$ cat config.mk
export PLATFORM = sky130hd
export DESIGN_NAME = decode_pipe_flat
export DESIGN_NICKNAME = d
export VERILOG_FILES = /design/src/rtl/decode_pipe_if.sv /design/src/rtl/decode_pipe.sv /design/src/flat_wrapper.sv
export SDC_FILE = /design/constraint.sdc
export NUM_CORES = 1
export LEC_CHECK = 0
export BUFFER_PORTS_ARGS = -buffer_cell sky130_fd_sc_hd__buf_4
export CORE_ASPECT_RATIO = 0.5
export CORE_UTILIZATION = 29
export DETAILED_ROUTE_END_ITERATION = 6
export GPL_TIMING_DRIVEN = 1
export PLACE_DENSITY_LB_ADDON = 0.08
export SLEW_MARGIN = 15
export SYNTH_ARGS = -nofsm -noshare
export SYNTH_HDL_FRONTEND = slang
export SYNTH_SLANG_ARGS = --single-unit
$ cat constraint.sdc
create_clock -name clk -period 7.6 [get_ports clk]
set_clock_uncertainty 0.15 [all_clocks]
set_input_delay 1.52 -clock clk [delete_from_list [all_inputs] [get_ports clk]]
set_output_delay 1.52 -clock clk [all_outputs]
set_load 0.005 [all_outputs]
$ cat src/rtl/decode_pipe_if.sv
// decode_pipe_if: fetch, write-back, flush and ID/EX handshake bundle for
// decode_pipe. The slave modport is the decode stage; master is its environment.
interface decode_pipe_if #(
  parameter int DATA_W = 16
);
  // fetch side
  logic              if_valid;
  logic              if_ready;
  logic [15:0]       if_instr;
  logic              id_uses_rs;
  logic              id_uses_rt;
  logic              id_wr_en;
  logic [1:0]        id_wr_dst;
  // write-back side
  logic              wb_en;
  logic [2:0]        wb_reg;
  logic [DATA_W-1:0] wb_data;
  // branch resolution
  logic              flush;
  // ID/EX slot toward execute
  logic              ex_valid;
  logic              ex_ready;
  logic [15:0]       ex_instr;
  logic [DATA_W-1:0] ex_rs_data;
  logic [DATA_W-1:0] ex_rt_data;
  logic              ex_wr_en;
  logic [2:0]        ex_wr_reg;
  logic              err;

  modport slave (
    input  if_valid, if_instr, id_uses_rs, id_uses_rt, id_wr_en, id_wr_dst,
    input  wb_en, wb_reg, wb_data, flush, ex_ready,
    output if_ready, ex_valid, ex_instr, ex_rs_data, ex_rt_data,
    output ex_wr_en, ex_wr_reg, err
  );

  modport master (
    output if_valid, if_instr, id_uses_rs, id_uses_rt, id_wr_en, id_wr_dst,
    output wb_en, wb_reg, wb_data, flush, ex_ready,
    input  if_ready, ex_valid, ex_instr, ex_rs_data, ex_rt_data,
    input  ex_wr_en, ex_wr_reg, err
  );
endinterface

$ cat src/rtl/decode_pipe.sv
// decode_pipe: WISC decode stage. 8-entry register file, per-register count of
// in-flight writes (scoreboard), RAW/saturation stall toward fetch, and a
// registered ID/EX slot with valid/ready toward execute plus flush.
// DATA_W must be >= 16.
// Optional feature macro: DECODE_BYPASS_EN -- forwards the write-back port into
// the read ports and lets the same-cycle retirement clear the hazard.

// One scoreboard counter: net change +inc - dec_wb - dec_fl in a single update,
// clamped at zero with an underflow flag.
module decode_pipe_sb_cnt #(
  parameter int CW = 2
) (
  input  logic          clk,
  input  logic          rst,
  input  logic          inc,
  input  logic          dec_wb,
  input  logic          dec_fl,
  output logic [CW-1:0] cnt_q,
  output logic          uf
);
  localparam int W1 = CW + 1;

  logic [CW-1:0] cnt_d;
  logic [W1-1:0] up;
  logic [W1-1:0] down;

  // next count; one extra bit so "below zero" is detectable before clamping
  always_comb begin
    up    = {1'b0, cnt_q} + W1'(inc);
    down  = W1'(dec_wb) + W1'(dec_fl);
    cnt_d = cnt_q;
    uf    = 1'b0;
    if (up < down) begin
      cnt_d = '0;
      uf    = 1'b1;
    end else begin
      cnt_d = CW'(up - down);
    end
  end

  // counter register
  always_ff @(posedge clk or posedge rst) begin
    if (rst) cnt_q <= '0;
    else     cnt_q <= cnt_d;
  end
endmodule

module decode_pipe #(
  parameter int DATA_W       = 16,
  parameter int MAX_INFLIGHT = 3
) (
  input  logic          clk,
  input  logic          rst,
  decode_pipe_if.slave  bus
);
  localparam int CW   = $clog2(MAX_INFLIGHT + 1);
  localparam int NREG = 8;

  typedef struct packed {
    logic [15:0]       instr;
    logic [DATA_W-1:0] rs_data;
    logic [DATA_W-1:0] rt_data;
    logic              wr_en;
    logic [2:0]        wr_reg;
  } slot_t;

  logic [2:0]                   rs, rt, dst;
  logic [NREG-1:0]              wb_hit, inc, fl_dec, uf;
  logic [NREG-1:0][CW-1:0]      cnt_q, cnt_eff;
  logic [NREG-1:0][DATA_W-1:0]  regs_q, regs_d;
  slot_t                        slot_q, slot_d;
  logic                         ex_valid_q, ex_valid_d;
  logic                         err_q, err_d;
  logic                         hazard, ready, accept, flush_dec;
  logic [DATA_W-1:0]            rs_data, rt_data;

  // instruction field decode and destination select
  always_comb begin
    rs = bus.if_instr[10:8];
    rt = bus.if_instr[7:5];
    case (bus.id_wr_dst)
      2'b00:   dst = bus.if_instr[7:5];
      2'b01:   dst = bus.if_instr[10:8];
      2'b10:   dst = bus.if_instr[4:2];
      default: dst = 3'd7;
    endcase
  end

  // per-register write-back match and the count seen by the hazard check
  always_comb begin
    for (int r = 0; r < NREG; r++) begin
      wb_hit[r] = bus.wb_en && (bus.wb_reg == 3'(r));
`ifdef DECODE_BYPASS_EN
      // a retiring write this cycle no longer blocks its readers; clamp so a
      // stray write-back on an idle register does not read as in-flight
      cnt_eff[r] = (wb_hit[r] && cnt_q[r] != '0) ? cnt_q[r] - CW'(1) : cnt_q[r];
`else
      cnt_eff[r] = cnt_q[r];
`endif
    end
  end

  // register file read ports (combinational in the accept cycle)
  always_comb begin
    rs_data = regs_q[rs];
    rt_data = regs_q[rt];
`ifdef DECODE_BYPASS_EN
    if (bus.wb_en && bus.wb_reg == rs) rs_data = bus.wb_data;
    if (bus.wb_en && bus.wb_reg == rt) rt_data = bus.wb_data;
`endif
  end

  // hazard detection and fetch handshake; ready never looks at if_valid
  always_comb begin
    // the saturation check uses the same effective count so that, with
    // bypass, a retirement frees a slot for a same-cycle new writer
    hazard = (bus.id_uses_rs && cnt_eff[rs] != '0) ||
             (bus.id_uses_rt && cnt_eff[rt] != '0) ||
             (bus.id_wr_en   && cnt_eff[dst] == CW'(MAX_INFLIGHT));
    ready     = !rst && !bus.flush && !hazard && (!ex_valid_q || bus.ex_ready);
    accept    = bus.if_valid && ready;
    // a flushed writer never retires, so give back its scoreboard entry
    flush_dec = bus.flush && ex_valid_q && slot_q.wr_en;
  end

  // scoreboard increment / flush-decrement steering
  always_comb begin
    for (int r = 0; r < NREG; r++) begin
      inc[r]    = accept && bus.id_wr_en && (dst == 3'(r));
      fl_dec[r] = flush_dec && (slot_q.wr_reg == 3'(r));
    end
  end

  for (genvar g = 0; g < NREG; g++) begin : g_sb
    decode_pipe_sb_cnt #(.CW(CW)) u_cnt (
      .clk    (clk),
      .rst    (rst),
      .inc    (inc[g]),
      .dec_wb (wb_hit[g]),
      .dec_fl (fl_dec[g]),
      .cnt_q  (cnt_q[g]),
      .uf     (uf[g])
    );
  end

  // register file write, ID/EX slot next state, underflow pulse
  always_comb begin
    regs_d = regs_q;
    if (bus.wb_en) regs_d[bus.wb_reg] = bus.wb_data;

    slot_d     = slot_q;
    ex_valid_d = ex_valid_q;
    if (bus.flush) begin
      // ex_ready is irrelevant this cycle; ready is low so nothing is accepted
      ex_valid_d = 1'b0;
    end else if (accept) begin
      slot_d.instr   = bus.if_instr;
      slot_d.rs_data = rs_data;
      slot_d.rt_data = rt_data;
      slot_d.wr_en   = bus.id_wr_en;
      slot_d.wr_reg  = dst;
      ex_valid_d     = 1'b1;
    end else if (ex_valid_q && bus.ex_ready) begin
      ex_valid_d = 1'b0;
    end

    err_d = |uf;
  end

  // state registers; reset drops the slot, the file and the error flag at once
  always_ff @(posedge clk or posedge rst) begin
    if (rst) begin
      regs_q     <= '0;
      slot_q     <= '0;
      ex_valid_q <= 1'b0;
      err_q      <= 1'b0;
    end else begin
      regs_q     <= regs_d;
      slot_q     <= slot_d;
      ex_valid_q <= ex_valid_d;
      err_q      <= err_d;
    end
  end

  assign bus.if_ready   = ready;
  assign bus.ex_valid   = ex_valid_q;
  assign bus.ex_instr   = slot_q.instr;
  assign bus.ex_rs_data = slot_q.rs_data;
  assign bus.ex_rt_data = slot_q.rt_data;
  assign bus.ex_wr_en   = slot_q.wr_en;
  assign bus.ex_wr_reg  = slot_q.wr_reg;
  assign bus.err        = err_q;
endmodule

$ cat src/flat_wrapper.sv
// flat-port wrapper written by rule: the top's interface ports become plain ports
module decode_pipe_flat 
#(
  parameter int DATA_W       = 16,
  parameter int MAX_INFLIGHT = 3
)
  (clk, rst, bus_if_valid, bus_if_instr, bus_id_uses_rs, bus_id_uses_rt, bus_id_wr_en, bus_id_wr_dst, bus_wb_en, bus_wb_reg, bus_wb_data, bus_flush, bus_ex_ready, bus_if_ready, bus_ex_valid, bus_ex_instr, bus_ex_rs_data, bus_ex_rt_data, bus_ex_wr_en, bus_ex_wr_reg, bus_err);
  decode_pipe_if #(.DATA_W(DATA_W)) bus_i ();
  input  logic clk;
  input  logic rst;
  input wire logic [$bits(bus_i.if_valid)-1:0] bus_if_valid;
  input wire logic [$bits(bus_i.if_instr)-1:0] bus_if_instr;
  input wire logic [$bits(bus_i.id_uses_rs)-1:0] bus_id_uses_rs;
  input wire logic [$bits(bus_i.id_uses_rt)-1:0] bus_id_uses_rt;
  input wire logic [$bits(bus_i.id_wr_en)-1:0] bus_id_wr_en;
  input wire logic [$bits(bus_i.id_wr_dst)-1:0] bus_id_wr_dst;
  input wire logic [$bits(bus_i.wb_en)-1:0] bus_wb_en;
  input wire logic [$bits(bus_i.wb_reg)-1:0] bus_wb_reg;
  input wire logic [$bits(bus_i.wb_data)-1:0] bus_wb_data;
  input wire logic [$bits(bus_i.flush)-1:0] bus_flush;
  input wire logic [$bits(bus_i.ex_ready)-1:0] bus_ex_ready;
  output wire logic [$bits(bus_i.if_ready)-1:0] bus_if_ready;
  output wire logic [$bits(bus_i.ex_valid)-1:0] bus_ex_valid;
  output wire logic [$bits(bus_i.ex_instr)-1:0] bus_ex_instr;
  output wire logic [$bits(bus_i.ex_rs_data)-1:0] bus_ex_rs_data;
  output wire logic [$bits(bus_i.ex_rt_data)-1:0] bus_ex_rt_data;
  output wire logic [$bits(bus_i.ex_wr_en)-1:0] bus_ex_wr_en;
  output wire logic [$bits(bus_i.ex_wr_reg)-1:0] bus_ex_wr_reg;
  output wire logic [$bits(bus_i.err)-1:0] bus_err;
  assign bus_i.if_valid = bus_if_valid;
  assign bus_i.if_instr = bus_if_instr;
  assign bus_i.id_uses_rs = bus_id_uses_rs;
  assign bus_i.id_uses_rt = bus_id_uses_rt;
  assign bus_i.id_wr_en = bus_id_wr_en;
  assign bus_i.id_wr_dst = bus_id_wr_dst;
  assign bus_i.wb_en = bus_wb_en;
  assign bus_i.wb_reg = bus_wb_reg;
  assign bus_i.wb_data = bus_wb_data;
  assign bus_i.flush = bus_flush;
  assign bus_i.ex_ready = bus_ex_ready;
  assign bus_if_ready = bus_i.if_ready;
  assign bus_ex_valid = bus_i.ex_valid;
  assign bus_ex_instr = bus_i.ex_instr;
  assign bus_ex_rs_data = bus_i.ex_rs_data;
  assign bus_ex_rt_data = bus_i.ex_rt_data;
  assign bus_ex_wr_en = bus_i.ex_wr_en;
  assign bus_ex_wr_reg = bus_i.ex_wr_reg;
  assign bus_err = bus_i.err;
  decode_pipe #(.DATA_W(DATA_W), .MAX_INFLIGHT(MAX_INFLIGHT)) u_core (.clk(clk), .rst(rst), .bus(bus_i));
endmodule
==> out/metrics.cfg <==
[synth]
yosysUniqueCellTypes = 42
ys_top_cells_by_area = dfrtp_1 47%, mux4_2 14%, mux2_2 11%
syn_avg_cell_area_sq_um = 12.3
synthCells = 856
yosysWarnings = 0
async_flop_share_pct = 100
synth_edf_count = 0
synth-seq-area-share_pct = 47.1
ys.flop_type = dfrtp_1
synth-seq-cells = 198
yosysTopAreaCellShare_pct = 47.1
synth_nets = 942
yosys.area.top_type = dfrtp_1
syn_area_sq_um = 10500

[pwr]
internal_power_mw = 2.37
vdd_drop_max_uv = 167
pwr-share-comb_pct = 27.1
p_per_area_nw_per_um2 = 272
p_leak_nw = 5.58
power_frac_seq_pct = 46.2
power.clock.fraction_pct = 26.8
p_sw_share_pct = 29.5
netSwitchingPower_uw = 992

[status]
status = completed

[setup_path]
cp_top_family = compound AO/OA/AOI/OAI gates
r2r_start = u_core.g_sb[0].u_cnt.cnt_q[0]
worstPathArrival_ns = 4.07
crit_buf_inv = 3
crit_type = input pin to output pin
path_cells = buf_4, mux2i_1, a21oi_1, o211ai_1, a211oi_2, nand3_1, inv_1, buf_4
slowest_delay_ns = 0.62
cp-end-kind = output pin
cp_slowest_cell = buf_4
start_kind = input pin
r2r_cells = 12
cp_common_cell = buf_4
r2r-end = u_core.bus.err
critPathMaxFanout = 40
required_ns = 5.93
rrSetupSlack_ns = 3.81

[clocking]
cts.sinks = 198
cts_buffers = 17
cts_setup_buffers = 0
root_buffer = clkbuf_16
hold_buffers = 0
cts_resized = 0
htree_levels = 4
cts_tree = built
clk_pin_slew_ns = 0.07
clock_path_buffers = 2
clock_latency_ns = 0.45

[sta]
fmax_mhz = 174
tns_ns = 0
period_share_pct = 75.5
maxSlewViolCount = 0
worstMarginPinSlew_ns = 0.930
relSlewSlack_pct = 37.6
hold_viol = 0
fin_crit_ns = 5.74
grt_setup_unrepaired = false
finalSetupViolCount = 0

[layout]
syn_to_final_growth_pct = 17.5
layout.nets = 1029
final_cell_area_sq_um = 12400
top_register = u_core.regs_q
largest_register_ffs = 128
final_util_pct = 35.3
drive_above_1_share_pct = 33.5
diodes = 0
final_common_cell = nand2_1
layout_common_cells = 208 x nand2_1, 198 x dfrtp_1, 111 x buf_4, 101 x mux2_2, 67 x mux4_2

[hold_path]
min-delay-start = u_core.bus.ex_rt_data[3]
min_to = u_core.bus.ex_rt_data[3]
hold_class = register to register
holdPathStages = 1

[route]
vias = 7076
ant_nets = 0
routedWlPerCell_microns = 20.7
drt_wl_total_microns = 29600
via_per_inst = 4.94
firstDrtPassIters = 4
drc = 0
first_iter_violations = 408

[placement]
gp_congestion = 0.771
placed_cell_area_sq_um = 11800
dp_hpwl_microns = 18700
io_buffer_count = 100

[grt]
grt_usage_pct = 16.9
first_global_vias = 7609
grt_pass1_wl_microns = 46300
grt.overflow.total = 0
antenna_found_initial = 0
grt_max_degree = 100

[die]
die_h_microns = 137
fp.dieW_microns = 271
initial_utilization_pct = 30.0
fp.coreArea_sq_um = 35100
io_pins = 101
dieArea_sq_um = 37100
rows = 48

[job]
cap_violations = 0

==> layout make-up <==
| type | count | area [sq um] |
|---|---|---|
| clock inverters | 13 | 121 |
| inverters | 24 | 97.6 |
| well taps | 475 | 594 |
| multi-input cells | 591 | 5330 |
| repair buffers | 111 | 833 |
| flip-flops and latches | 198 | 4950 |
| clock buffers | 19 | 443 |
| fillers | 3482 | 22700 |
==> synth_stat cells (2+ instances only) <==
cell type	count
buf_1	5
nand4b_1	2
clkinv_1	4
nand4_1	2
o22a_1	2
nand2b_1	7
o21ai_0	3
nor3b_1	6
nor4_1	3
mux2_2	101
buf_2	11
nor2_1	37
nand2_1	208
o2111a_1	2
nor3_1	14
clkbuf_1	26
a21oi_1	5
nand3b_1	3
dfrtp_1	198
ha_1	32
o22ai_1	5
mux4_2	67
mux2_1	50
and2_1	8
or3_1	2
fa_1	8
or2_2	2
inv_1	20
a211oi_1	3
xnor2_1	8
==> metal layers <==
layer  vias up  global-route usage, %  wire length [microns]
li1       3208                      -                      -
met1      3672                   22.9                  14100
met2       156                   27.4                  13800
met3        40                   2.70                    940
met4         0                   6.21                    646
met5         -                      0                      0
==> through the flow <==
stage               hold slack [ns]  total power [mW]  instances  setup WS (ns)
floorplan                     0.307              2.07        856          0.533
global route                  0.361              3.59       1431           1.57
finish                        0.341              3.36       1431           1.86
CTS                           0.349              3.43       1431           1.80
global placement              0.324              2.49       1399           1.76
detailed placement            0.330              2.51       1399           1.77
==> power groups by stage <==
stage | registers [mW] | logic [mW] | clock network, mW
floorplan | 1.54 | 0.537 | 0
global placement | 1.56 | 0.922 | 0
detailed placement | 1.58 | 0.932 | 0
CTS | 1.56 | 0.936 | 0.938
global route | 1.60 | 1.01 | 0.978
finish | 1.55 | 0.910 | 0.901
==> how the worst max path moves through the flow <==
stage	startpoint	end	slack (ns)	cells after the start
after global placement	bus_if_instr[5]	bus_if_ready	1.76	8
after floorplan	rst	u_core.bus.err	0.53	1
after CTS	bus_if_instr[5]	bus_if_ready	1.80	8
final	bus_if_instr[5]	bus_if_ready	1.86	8
after detailed placement	bus_if_instr[5]	u_core.bus.err	1.77	13
after global routing	bus_if_instr[5]	bus_if_ready	1.57	8
==> kinds of logic after synthesis <==
group | share of synthesized area [%]
AND/OR/NAND/NOR | 12.1
adder cells (fa/ha/maj) | 5.33
XOR/XNOR | 0.666
AO/OA/AOI/OAI | 1.70
multiplexers | 30.6
flip-flops | 47.1
buffers and inverters | 2.56
==> worst register-to-register path, delay by kind of cell (launching register included) <==
kind | cells | cell delay (ns)
AOI/OAI and AO/OA | 1 | 0.07
DFF | 1 | 0.44
and+or+nand+nor | 9 | 2.51
adders and majority gates | 2 | 0.48
No activity file was read; power rests on OpenSTA's default activity.
